<file path="src/rtl/multi_pulse_gen_if.sv">
// Trigger/load bundle shared by multi_pulse_gen and its driver.
// The slave side is the pulse generator; the master side drives enables and triggers.
interface multi_pulse_gen_if #(
  parameter int CHANNELS = 4
);
  logic [CHANNELS-1:0] enable;
  logic [CHANNELS-1:0] trigger;
  logic [CHANNELS-1:0] load;
  logic                any_load;
  logic [CHANNELS-1:0] busy;

  modport master (output enable, output trigger, input load, input any_load, input busy);
  modport slave  (input enable, input trigger, output load, output any_load, output busy);
endinterface

</file>
<file path="src/rtl/multi_pulse_gen.sv">
// Multi-channel synchronise/debounce/edge-to-pulse generator with registered outputs.
// Optional auto-repeat while a press is held is compiled in with `define MPG_REPEAT_EN.
module multi_pulse_gen #(
  parameter int CHANNELS        = 4,
  parameter int SYNC_STAGES     = 2,
  parameter int DEBOUNCE_CYCLES = 4,
  parameter int PULSE_WIDTH     = 1,
  parameter int REPEAT_DELAY    = 16,
  parameter int REPEAT_PERIOD   = 8
) (
  input  logic             clock,
  input  logic             reset,
  multi_pulse_gen_if.slave bus
);
  localparam int CNT_MAX = (DEBOUNCE_CYCLES > PULSE_WIDTH) ? DEBOUNCE_CYCLES : PULSE_WIDTH;
  localparam int CNT_W   = $clog2(CNT_MAX + 1);

  typedef enum logic [1:0] {IDLE, PRESS, PULSE, HOLD} state_t;

  logic [CHANNELS-1:0] load_vec;
  logic [CHANNELS-1:0] load_next_vec;
  logic [CHANNELS-1:0] busy_vec;
  logic                any_load_reg;

  genvar gi;
  generate
    for (gi = 0; gi < CHANNELS; gi++) begin : g_ch
      logic [SYNC_STAGES-1:0] sync_reg;
      state_t                 state_reg, state_next;
      logic [CNT_W-1:0]       cnt_reg, cnt_next;
      logic                   load_reg, load_next;
      logic                   busy_reg;
      logic                   s;
      logic                   start;
`ifdef MPG_REPEAT_EN
      localparam int REP_MAX = (REPEAT_DELAY > REPEAT_PERIOD) ? REPEAT_DELAY : REPEAT_PERIOD;
      localparam int REP_W   = $clog2(REP_MAX + 1);
      // rep_reg counts cycles since the current pulse's first cycle, saturating
      logic [REP_W-1:0] rep_reg, rep_next;
      logic             rep_first_reg, rep_first_next;
`endif

      assign s = sync_reg[SYNC_STAGES-1];

      always_comb begin
        state_next = state_reg;
        cnt_next   = cnt_reg;
        load_next  = load_reg;
        start      = 1'b0;
`ifdef MPG_REPEAT_EN
        rep_first_next = rep_first_reg;
        rep_next       = rep_reg;
        if (rep_reg != REP_W'(REP_MAX)) rep_next = rep_reg + REP_W'(1);
`endif
        if (!bus.enable[gi]) begin
          state_next = IDLE;
          cnt_next   = '0;
          load_next  = 1'b0;
`ifdef MPG_REPEAT_EN
          rep_next   = '0;
`endif
        end else begin
          case (state_reg)
            IDLE: begin
              cnt_next  = '0;
              load_next = 1'b0;
`ifdef MPG_REPEAT_EN
              rep_next       = '0;
              rep_first_next = 1'b1;
`endif
              if (s) begin
                if (DEBOUNCE_CYCLES == 1) begin
                  start = 1'b1;
                end else begin
                  state_next = PRESS;
                  cnt_next   = CNT_W'(1);
                end
              end
            end
            PRESS: begin
`ifdef MPG_REPEAT_EN
              rep_next = '0;
`endif
              if (!s) begin
                state_next = IDLE;
                cnt_next   = '0;
              end else if (cnt_reg == CNT_W'(DEBOUNCE_CYCLES - 1)) begin
                start = 1'b1;
              end else begin
                cnt_next = cnt_reg + CNT_W'(1);
              end
            end
            PULSE: begin
              if (cnt_reg == CNT_W'(PULSE_WIDTH)) begin
                state_next = HOLD;
                load_next  = 1'b0;
                cnt_next   = '0;
              end else begin
                cnt_next = cnt_reg + CNT_W'(1);
              end
            end
            HOLD: begin
              // cnt_reg counts consecutive low samples while waiting for release
              if (!s) begin
                if (cnt_reg == CNT_W'(DEBOUNCE_CYCLES - 1)) begin
                  state_next = IDLE;
                  cnt_next   = '0;
                end else begin
                  cnt_next = cnt_reg + CNT_W'(1);
                end
              end else begin
                cnt_next = '0;
`ifdef MPG_REPEAT_EN
                if (rep_reg >= (rep_first_reg ? REP_W'(REPEAT_DELAY) : REP_W'(REPEAT_PERIOD))) begin
                  start          = 1'b1;
                  rep_first_next = 1'b0;
                end
`endif
              end
            end
            default: state_next = IDLE;
          endcase
          if (start) begin
            state_next = PULSE;
            cnt_next   = CNT_W'(1);
            load_next  = 1'b1;
`ifdef MPG_REPEAT_EN
            rep_next   = REP_W'(1);
`endif
          end
        end
      end

      always_ff @(posedge clock) begin
        if (reset) begin
          sync_reg  <= '0;
          state_reg <= IDLE;
          cnt_reg   <= '0;
          load_reg  <= 1'b0;
          busy_reg  <= 1'b0;
`ifdef MPG_REPEAT_EN
          rep_reg       <= '0;
          rep_first_reg <= 1'b1;
`endif
        end else begin
          sync_reg  <= {sync_reg[SYNC_STAGES-2:0], bus.trigger[gi]};
          state_reg <= state_next;
          cnt_reg   <= cnt_next;
          load_reg  <= load_next;
          busy_reg  <= (state_next != IDLE);
`ifdef MPG_REPEAT_EN
          rep_reg       <= rep_next;
          rep_first_reg <= rep_first_next;
`endif
        end
      end

      assign load_vec[gi]      = load_reg;
      assign load_next_vec[gi] = load_next;
      assign busy_vec[gi]      = busy_reg;
    end
  endgenerate

  // OR the next-state loads so any_load lines up with the load bits
  always_ff @(posedge clock) begin
    if (reset) any_load_reg <= 1'b0;
    else       any_load_reg <= |load_next_vec;
  end

  assign bus.load     = load_vec;
  assign bus.busy     = busy_vec;
  assign bus.any_load = any_load_reg;
endmodule

</file>
<file path="src/flat_wrapper.sv">
// flat-port wrapper written by rule: the top's interface ports become plain ports
module multi_pulse_gen_flat 
#(
  parameter int CHANNELS        = 4,
  parameter int SYNC_STAGES     = 2,
  parameter int DEBOUNCE_CYCLES = 4,
  parameter int PULSE_WIDTH     = 1,
  parameter int REPEAT_DELAY    = 16,
  parameter int REPEAT_PERIOD   = 8
)
  (clock, reset, bus_enable, bus_trigger, bus_load, bus_any_load, bus_busy);
  multi_pulse_gen_if #(.CHANNELS(CHANNELS)) bus_i ();
  input  logic clock;
  input  logic reset;
  input wire logic [$bits(bus_i.enable)-1:0] bus_enable;
  input wire logic [$bits(bus_i.trigger)-1:0] bus_trigger;
  output wire logic [$bits(bus_i.load)-1:0] bus_load;
  output wire logic [$bits(bus_i.any_load)-1:0] bus_any_load;
  output wire logic [$bits(bus_i.busy)-1:0] bus_busy;
  assign bus_i.enable = bus_enable;
  assign bus_i.trigger = bus_trigger;
  assign bus_load = bus_i.load;
  assign bus_any_load = bus_i.any_load;
  assign bus_busy = bus_i.busy;
  multi_pulse_gen #(.CHANNELS(CHANNELS), .SYNC_STAGES(SYNC_STAGES), .DEBOUNCE_CYCLES(DEBOUNCE_CYCLES), .PULSE_WIDTH(PULSE_WIDTH), .REPEAT_DELAY(REPEAT_DELAY), .REPEAT_PERIOD(REPEAT_PERIOD)) u_core (.clock(clock), .reset(reset), .bus(bus_i));
endmodule
</file>
<file path="config.mk">
export PLATFORM = sky130hd
export DESIGN_NAME = multi_pulse_gen_flat
export DESIGN_NICKNAME = d
export VERILOG_FILES = /design/src/rtl/multi_pulse_gen_if.sv /design/src/rtl/multi_pulse_gen.sv /design/src/flat_wrapper.sv
export SDC_FILE = /design/constraint.sdc
export NUM_CORES = 1
export LEC_CHECK = 0
export CORE_MARGIN = 2
export CORE_UTILIZATION = 53
export CTS_BUF_LIST = sky130_fd_sc_hd__clkbuf_4
export DETAILED_ROUTE_END_ITERATION = 16
export PLACE_DENSITY = 0.86
export SLEW_MARGIN = 10
export SYNTH_ARGS = -nofsm -noshare
export SYNTH_HDL_FRONTEND = slang
export SYNTH_SLANG_ARGS = --single-unit
</file>
<file path="constraint.sdc">
create_clock -name clock -period 1.5 [get_ports clock]
set_input_delay 0.45 -clock clock [delete_from_list [all_inputs] [get_ports clock]]
set_output_delay 0.45 -clock clock [all_outputs]
set_load 0.005 [all_outputs]
</file>
==> summary.txt, run 1 <==
vias -> 1610
worst slew pin tran -> 0.396 ns
Fin Hold WS -> 0.447 ns
post-synthesis cell area -> 1900 sq um
hpwl dp -> 2.64 mm
Core Area -> 3390 sq um
WL/cell -> 13.8 um
Num CTS Buffers -> 5
Vias/cell -> 5.35
setup ws final -> -0.0657 ns
min-delay worst type -> flop to flop
Ys Warns -> 0
Slew Limit Fails -> 0
Max Fanout on Critical Path -> 4
full die area -> 4080 sq um
gr usage total -> 21.7%
clock skew -> 0.00687 ns
worst path arrival time -> 1.80 ns
Post-route DRC -> 0
IO Pins -> 19
Syn-to-layout area delta -> 30.9%
Routed Antenna Nets -> 0
worst skew pair latency -> 0.35 ns
initial antenna violation count -> 0
Clock H-tree levels -> 2
hold buffer count at CTS -> 0
final critical-path required period -> 1.57 ns
largest net degree at the start of global routing -> 12
RSZ-0062 raised after global routing -> yes
Worst path slowest cell -> or4_1
status -> finished with violations
Post-Syn Nets -> 245
#FFs+latches synth -> 37
Row Count -> 21
Worst Setup End Kind -> flop
Synth Instances -> 219
max reg flops -> 12
clock sink count -> 37
mean area per synthesized cell -> 8.68 sq um
Max-Cap Viols -> 0
Initial DRT Pass Iterations -> 4
dpl cell area -> 2200 sq um
CTS Buffer Depth -> 2
Setup Viol. Count Final -> 1
Worst path most repeated cell -> ha_4
delay of the slowest critical-path stage -> 0.52 ns
first-pass GRT wire length -> 6.86 mm
die height -> 63.9 um
Critical Path RT -> 1.74 ns
Starting Density -> 56.1%
Peak VDD IR -> 0.000456 V
I/O Buffers -> 18
Overflow after GRT -> 0
drt initial violations -> 82
Fill cells -> 247
Worst path top cell family by delay -> simple AND/OR/NAND/NOR gates
clock-pin slew of the registers on the worst-case setup and hold paths -> 0.11 ns
sequential area share after synthesis -> 38.9%
RD Place Congestion -> 0.814
pwr/cell area -> 667 nW/um^2
fin nets -> 280
Final Cell Area -> 2490 sq um
final WL -> 4.15 mm
CTS tree -> yes
fin crit share -> 104%
TNS Setup -> -0.0657 ns
diodes inserted -> 0
Pwr Total -> 1.66 mW
Peak Freq -> 639 MHz
static leakage -> 0.888 nW
violations in the final reports -> negative setup slack
worst path bufs/invs -> 0
Die W -> 63.9 um
Root Buffer Master -> clkbuf_4
share of cells above drive strength 1 -> 31.8%
kind of critical path -> flop to flop
Final Hold Vio Count -> 0
Critical Path Source Type -> flop
Slew HR -> 73.6%
post-placement setup slack -> -0.389 ns
cell chain of the critical path -> ha_4 > ha_4 > nand4_1 > a31oi_2 > or4_1
synth unique cells -> 32
vias in the first global route -> 1571
## cells in the final DEF, fill, tap and decap left out, types with 6 or more instances in the layout
master | Yosys | routed
buf_4 | 10 | 28
nand2_1 | 25 | 25
dfxtp_1 | 37 | 24
a21oi_1 | 14 | 13
inv_1 | 14 | 12
nor2b_1 | 13 | 12
dfxtp_2 | 0 | 11
dlygate4sd2_1 | 0 | 10
nor2_1 | 9 | 9
ha_4 | 0 | 9
nand2b_1 | 8 | 8
clkdlybuf4s50_1 | 0 | 8
nand3b_1 | 7 | 7
nand3_1 | 7 | 7
nor2b_4 | 4 | 6
a211oi_1 | 9 | 6
ha_1 | 16 | 6
clkbuf_4 | 0 | 6
## stage by stage
| step | instances | utilization (%) |
|---|---|---|
| after floorplan | 219 | - |
| after global placement | 287 | 64.9 |
| after detailed placement | 287 | 64.9 |
| after CTS | 299 | 70.5 |
| after global routing | 301 | 73.5 |
| final | 301 | 73.5 |
## routing by layer
metal	routed length, um	GRT usage [%]	vias up
met5	0	0	-
met2	2030	35.7	35
met4	108	12.2	0
met1	1850	26.1	756
met3	157	4.40	10
li1	-	-	809
## synthesized netlist by cell type
cell type,number,area share (%)
ha_1,16,11
o21ai_1,1,0.26
nor2b_1,13,4.3
nand3_1,7,1.8
a2bb2oi_1,3,1.4
a211oi_1,9,3.6
nand3b_1,7,2.8
clkbuf_1,2,0.39
o32ai_1,1,0.46
or4_1,1,0.39
dfxtp_1,37,39
o21ai_0,5,1.3
buf_4,10,3.9
nand3_2,1,0.53
nor2b_4,4,2.9
a21oi_1,14,3.7
or2_1,3,0.99
o22ai_1,4,1.3
o221ai_1,2,0.92
nand2_1,25,4.9
nor2_1,9,1.8
buf_2,5,1.3
or2_2,2,0.66
nand2b_1,8,2.6
a21boi_0,3,1.2
inv_1,14,2.8
a31oi_1,4,1.3
clkbuf_2,1,0.26
nor2b_2,1,0.46
nand4_1,1,0.33
nor3_1,3,0.79
o31ai_1,3,1.2
## worst paths after layout
path                                 to  slack, ns  depth (start not counted)                       start
min          u_core.g_ch[1].sync_reg[1]       0.45                          1  u_core.g_ch[1].sync_reg[0]
max                 u_core.bus.any_load      -0.07                          5   u_core.g_ch[3].cnt_reg[0]
min reg2reg  u_core.g_ch[1].sync_reg[1]       0.45                          1  u_core.g_ch[1].sync_reg[0]
max reg2reg         u_core.bus.any_load      -0.07                          5   u_core.g_ch[3].cnt_reg[0]
## worst register-to-register path, cell delays in order, from the launching register on
cell	delay, ns
dfxtp_4	0.38
ha_4	0.17
ha_4	0.17
nand4_1	0.10
a31oi_2	0.12
or4_1	0.52
## kinds of logic (layout without fill, tap and decap cells)
logic type,after synthesis,after routing,share of synthesized area [%]
fa+ha+maj,16,16,10.5
flops,37,37,38.9
simple gates,85,85,25.3
compound gates,49,49,16.6
buf+inv,32,68,8.68
## repair_timing
action,4_1_cts,5_1_grt
setup endpoints to repair,15,8
pin swaps,4,9
setup buffers,4,2
cloned,0,0
resized for setup,39,20
## power by group
part           leakage [nW]  total [mW]  internal (mW)  switching [mW]
Combinational         0.545       0.110         0.0669          0.0430
Sequential            0.307        1.01          0.994          0.0183
Clock                0.0354       0.538          0.197           0.341
Total                 0.888        1.66           1.26           0.402
## area by class of cell
class,count,area [sq um],share of cell area (%)
clock buffer,6,45.0,1.81
clock inverter,2,10.0,0.402
multi-input combinational,150,1180,47.6
tap,46,57.6,2.31
timing repair buffer,46,378,15.2
sequential,37,762,30.6
inverter,14,52.6,2.11
Power figures use the tool's default switching activity.
==> run 2: changes to the inputs <==
Settings changed: CAP_MARGIN set to 15, SKIP_LAST_GASP set to 1.
==> run 2 against run 1 <==
Wire length up 0.51%; clock-buffer cell count is the same; final cell count unchanged; hold slack about the same; setup slack lost 0.0019 ns; total power increased by 0.24%; sequential power hardly changed; the flow still finishes with violations (negative setup slack); first-iteration DRC count is 30% higher; core utilization down 0.15 points; die area is the same.
==> summary.txt, run 2 (synthesis results as in run 1) <==
Slew HR -> 73.4%
Critical Path Source Type -> flop
non-filler cells, final -> 301
most common cell after layout, fill and taps aside -> buf_4
Worst Setup End Kind -> flop
Num CTS Buffers -> 5
setup ws final -> -0.0676 ns
vias -> 1616
WL/cell -> 13.8 um
worst path bufs/invs -> 0
Routed Antenna Nets -> 0
Worst path most repeated cell -> ha_4
clock skew -> 0.00676 ns
diodes inserted -> 0
delay of the slowest critical-path stage -> 0.51 ns
Setup Viol. Count Final -> 1
Slew Limit Fails -> 0
cell chain of the critical path -> ha_4 > ha_4 > nand4_1 > a31oi_2 > or4_1
violations in the final reports -> negative setup slack
Worst path slowest cell -> or4_1
IO Pins -> 19
I/O Buffers -> 18
hpwl dp -> 2.64 mm
RD Place Congestion -> 0.814
Critical Path RT -> 1.74 ns
status -> finished with violations
dpl cell area -> 2200 sq um
Overflow after GRT -> 0
Die W -> 63.9 um
pwr/cell area -> 670 nW/um^2
Fin Hold WS -> 0.447 ns
Final Hold Vio Count -> 0
most frequent cells in the layout -> 28 x buf_4, 25 x nand2_1, 24 x dfxtp_1, 13 x a21oi_1
Final Cell Area -> 2480 sq um
CTS tree -> yes
die height -> 63.9 um
Initial DRT Pass Iterations -> 4
drt initial violations -> 107
Peak Freq -> 638 MHz
Peak VDD IR -> 0.000456 V
full die area -> 4080 sq um
Post-route DRC -> 0
fin crit share -> 105%
Max Fanout on Critical Path -> 4
Final Util -> 73.3%
Row Count -> 21
placed insts -> 287
final WL -> 4.17 mm
Clock H-tree levels -> 2
Max-Cap Viols -> 0
Syn-to-layout area delta -> 30.7%
TNS Setup -> -0.0676 ns
clock sink count -> 37
Root Buffer Master -> clkbuf_4
Starting Density -> 56.1%
initial antenna violation count -> 0
fin nets -> 280
max reg flops -> 12
min-delay worst type -> flop to flop
largest net degree at the start of global routing -> 12
Worst path top cell family by delay -> simple AND/OR/NAND/NOR gates
kind of critical path -> flop to flop
share of cells above drive strength 1 -> 31.4%
worst skew pair latency -> 0.35 ns
Vias/cell -> 5.37
static leakage -> 0.888 nW
worst path arrival time -> 1.81 ns
Core Area -> 3390 sq um
first-pass GRT wire length -> 6.86 mm
post-placement setup slack -> -0.389 ns
Fill cells -> 249
vias in the first global route -> 1571
clock-pin slew of the registers on the worst-case setup and hold paths -> 0.11 ns
gr usage total -> 21.7%
Pwr Total -> 1.66 mW
worst slew pin tran -> 0.398 ns
final critical-path required period -> 1.57 ns
CTS Buffer Depth -> 2
RSZ-0062 raised after global routing -> yes
## run 2: cell counts in the layout (fill, tap and decap cells not counted)
Identical to the previous run, type by type.
## run 2: worst register-to-register path, delay by kind of cell, from the launching register on
family,cells,cell delay (ns)
flip-flops,1,0.39
AND/OR/NAND/NOR,2,0.61
AO/OA/AOI/OAI,1,0.12
adder cells (fa/ha/maj),2,0.34
## run 2: layout make-up
type / instances / area [sq um] / share of cell area, %
clock buffers: 6 / 45.0 / 1.81
clock inverters: 2 / 10.0 / 0.403
inverters: 14 / 52.6 / 2.11
multi-input cells: 150 / 1180 / 47.5
flip-flops and latches: 37 / 762 / 30.7
well taps: 46 / 57.6 / 2.32
repair buffers: 46 / 378 / 15.2
## run 2: per-layer routing
metal	vias up	GRT usage, %	routed length [um]
met5	-	0	0
met4	0	12.2	108
met3	10	4.40	150
met2	42	35.7	2050
met1	755	26.1	1860
li1	809	-	-
## run 2: worst paths after layout
path / slack (ns) / cells past startpoint / endpoint / from
setup / recovery: -0.07 / 5 / u_core.bus.any_load / u_core.g_ch[3].cnt_reg[0]
hold / removal: 0.45 / 1 / u_core.g_ch[1].sync_reg[1] / u_core.g_ch[1].sync_reg[0]
setup reg to reg: -0.07 / 5 / u_core.bus.any_load / u_core.g_ch[3].cnt_reg[0]
hold reg to reg: 0.45 / 1 / u_core.g_ch[1].sync_reg[1] / u_core.g_ch[1].sync_reg[0]
## run 2: what timing repair did
item / CTS / global route
hold buffers: 0 / 0
resized for setup: 39 / 19
gates cloned: 0 / 0
pin swaps: 4 / 9
setup endpoints to repair: 15 / 8
setup buffers: 4 / 2
hold endpoints to repair: 0 / 0
## run 2: power breakdown
group	total [mW]	switching (mW)	internal [mW]
Combinational	0.110	0.0430	0.0668
Sequential	1.01	0.0179	0.994
Clock	0.542	0.346	0.197
Total	1.66	0.407	1.26
==> run 3: changes to the inputs <==
Settings changed: CELL_PAD_IN_SITES_DETAIL_PLACEMENT set to 1, CELL_PAD_IN_SITES_GLOBAL_PLACEMENT set to 1, CORE_UTILIZATION 53 to 40, PLACE_DENSITY 0.86 to 0.85.
==> run 3 against run 2 <==
Hold slack improved by 0.0016 ns; maximum frequency increased by 2.5%; register-to-register slack improved by 0.04 ns; combinational power increased by 9%; via count increased by 1.5%; clock power increased by 31%; critical path depth unchanged; the flow still finishes with violations (negative setup slack); total power increased by 11%; clock-buffer cell count unchanged; sequential share of layout area decreased by 0.46 points.
==> summary.txt, run 3 (synthesis results as in run 1) <==
hpwl dp -> 3.19 mm
IO Pins -> 19
fin crit share -> 102%
first-pass GRT wire length -> 7.66 mm
most common cell after layout, fill and taps aside -> buf_4
Worst path slowest cell -> or4_1
Starting Density -> 40.8%
clock skew -> 0.0122 ns
Vias/cell -> 5.33
Initial DRT Pass Iterations -> 4
worst path arrival time -> 1.76 ns
worst setup path end -> u_core.bus.any_load
Final Hold Vio Count -> 0
share of cells above drive strength 1 -> 35.4%
RD Place Congestion -> 0.780
WL/cell -> 15.3 um
final critical-path required period -> 1.53 ns
FF-to-FF path depth -> 5
RR Endpoint -> u_core.bus.any_load
Post-route DRC -> 0
Syn-to-layout area delta -> 33.8%
Overflow after GRT -> 0
initial antenna violation count -> 0
largest net degree at the start of global routing -> 12
fin nets -> 279
Fill cells -> 529
static leakage -> 0.897 nW
CP startpoint -> u_core.g_ch[2].cnt_reg[0]
Num CTS Buffers -> 5
Critical Path Source Type -> flop
vias in the first global route -> 1666
Setup Viol. Count Final -> 1
Max Fanout on Critical Path -> 5
delay of the slowest critical-path stage -> 0.50 ns
clock-pin slew of the registers on the worst-case setup and hold paths -> 0.12 ns
status -> finished with violations
min-delay worst type -> flop to flop
cell chain of the critical path -> ha_4 > ha_4 > nand3_2 > a31oi_1 > or4_1
pwr/cell area -> 724 nW/um^2
internal power -> 1.43 mW
Clock power frac -> 38.6%
instance count on the critical path -> 5
Critical Path RT -> 1.73 ns
Max-Cap Viols -> 0
worst skew pair latency -> 0.35 ns
violations in the final reports -> negative setup slack
Clock H-tree levels -> 2
max reg flops -> 12
Worst R2R Start -> u_core.g_ch[2].cnt_reg[0]
worst slew pin tran -> 0.492 ns
vias -> 1641
RSZ-0062 raised after global routing -> yes
Root Buffer Master -> clkbuf_4
Routed Antenna Nets -> 0
drt initial violations -> 69
diodes inserted -> 0
Slew HR -> 67.2%
Worst Setup End Kind -> flop
internal reg-to-reg setup slack -> -0.03 ns
Net Sw Frac -> 22.5%
Die W -> 73.0 um
worst path bufs/invs -> 0
I/O Buffers -> 18
Peak VDD IR -> 0.000438 V
Core Area -> 4660 sq um
die height -> 73.0 um
hold depth -> 1
Slew Limit Fails -> 0
switching power -> 0.415 mW
CTS tree -> yes
kind of critical path -> flop to flop
sequential share of power -> 54.9%
clock sink count -> 37
CTS Buffer Depth -> 2
Row Count -> 25
Pwr Total -> 1.84 mW
gr usage total -> 18.7%
final WL -> 4.70 mm
most frequent cells in the layout -> 27 x buf_4, 24 x nand2_1, 21 x dfxtp_1, 13 x dfxtp_2
Peak Freq -> 654 MHz
full die area -> 5320 sq um
Worst path top cell family by delay -> simple AND/OR/NAND/NOR gates
setup ws final -> -0.0301 ns
Comb pwr share -> 6.5%
Final Util -> 54.6%
hold buffer count at CTS -> 0
Worst path most repeated cell -> ha_4
[run 3: through the flow]
step / hold slack, ns / setup TNS (ns) / worst slack [ns] / area (sq um) / instances
final: 0.448 / -0.0301 / -0.0301 / 2540 / 308
after global routing: 0.473 / -0.252 / -0.0899 / 2540 / 308
after CTS: 0.453 / -0.0336 / -0.0336 / 2450 / 308
after detailed placement: 0.425 / -4.57 / -0.413 / 2190 / 293
after global placement: 0.419 / -4.37 / -0.399 / 2190 / 293
after floorplan: 0.414 / 0 / 0.0318 / 1910 / 219
[run 3: cell type report]
cell class	instances	area, sq um	area share (%)
clock buffers	6	45.0	1.77
well taps	54	67.6	2.66
clock inverters	2	33.8	1.33
flip-flops and latches	37	768	30.2
repair buffers	45	370	14.6
multi-input cells	150	1210	47.4
inverters	14	52.6	2.07
[run 3: how the worst min path moves through the flow]
stage / start / to / slack (ns)
after floorplan: u_core.g_ch[0].sync_reg[0] / u_core.g_ch[0].sync_reg[1] / 0.41
final: u_core.g_ch[1].sync_reg[0] / u_core.g_ch[1].sync_reg[1] / 0.45
after detailed placement: u_core.g_ch[1].sync_reg[0] / u_core.g_ch[1].sync_reg[1] / 0.42
after global placement: u_core.g_ch[0].sync_reg[0] / u_core.g_ch[0].sync_reg[1] / 0.42
after global routing: u_core.g_ch[1].sync_reg[0] / u_core.g_ch[1].sync_reg[1] / 0.47
after CTS: u_core.g_ch[1].sync_reg[0] / u_core.g_ch[1].sync_reg[1] / 0.45
[run 3: power by group through the flow]
stage / clock (mW) / sequential (mW) / combinational, mW
final: 0.711 / 1.01 / 0.120
after global placement: 0 / 1.03 / 0.105
after detailed placement: 0 / 1.03 / 0.108
after global routing: 0.762 / 1.01 / 0.131
after CTS: 0.726 / 1.01 / 0.112
after floorplan: 0 / 1.03 / 0.0582
[run 3: per-layer routing]
layer  track usage (%)  wire length (um)  vias to the layer above
met3              4.28               122                        8
met4              6.38                71                        0
li1                  -                 -                      811
met1              22.5              2050                      794
met2              32.7              2460                       28
met5                 0                 0                        -
[run 3: what timing repair did]
| item | CTS | global route |
|---|---|---|
| pin swaps | 7 | 6 |
| resized for setup | 49 | 23 |
| buffers inserted | 7 | 0 |
| hold endpoints to repair | 0 | 0 |
| endpoints found under the setup margin | 22 | 15 |
[run 3: worst register-to-register path: stages (launching register included)]
cell,delay (ns)
dfxtp_4,0.39
ha_4,0.17
ha_4,0.17
nand3_2,0.08
a31oi_1,0.10
or4_1,0.50
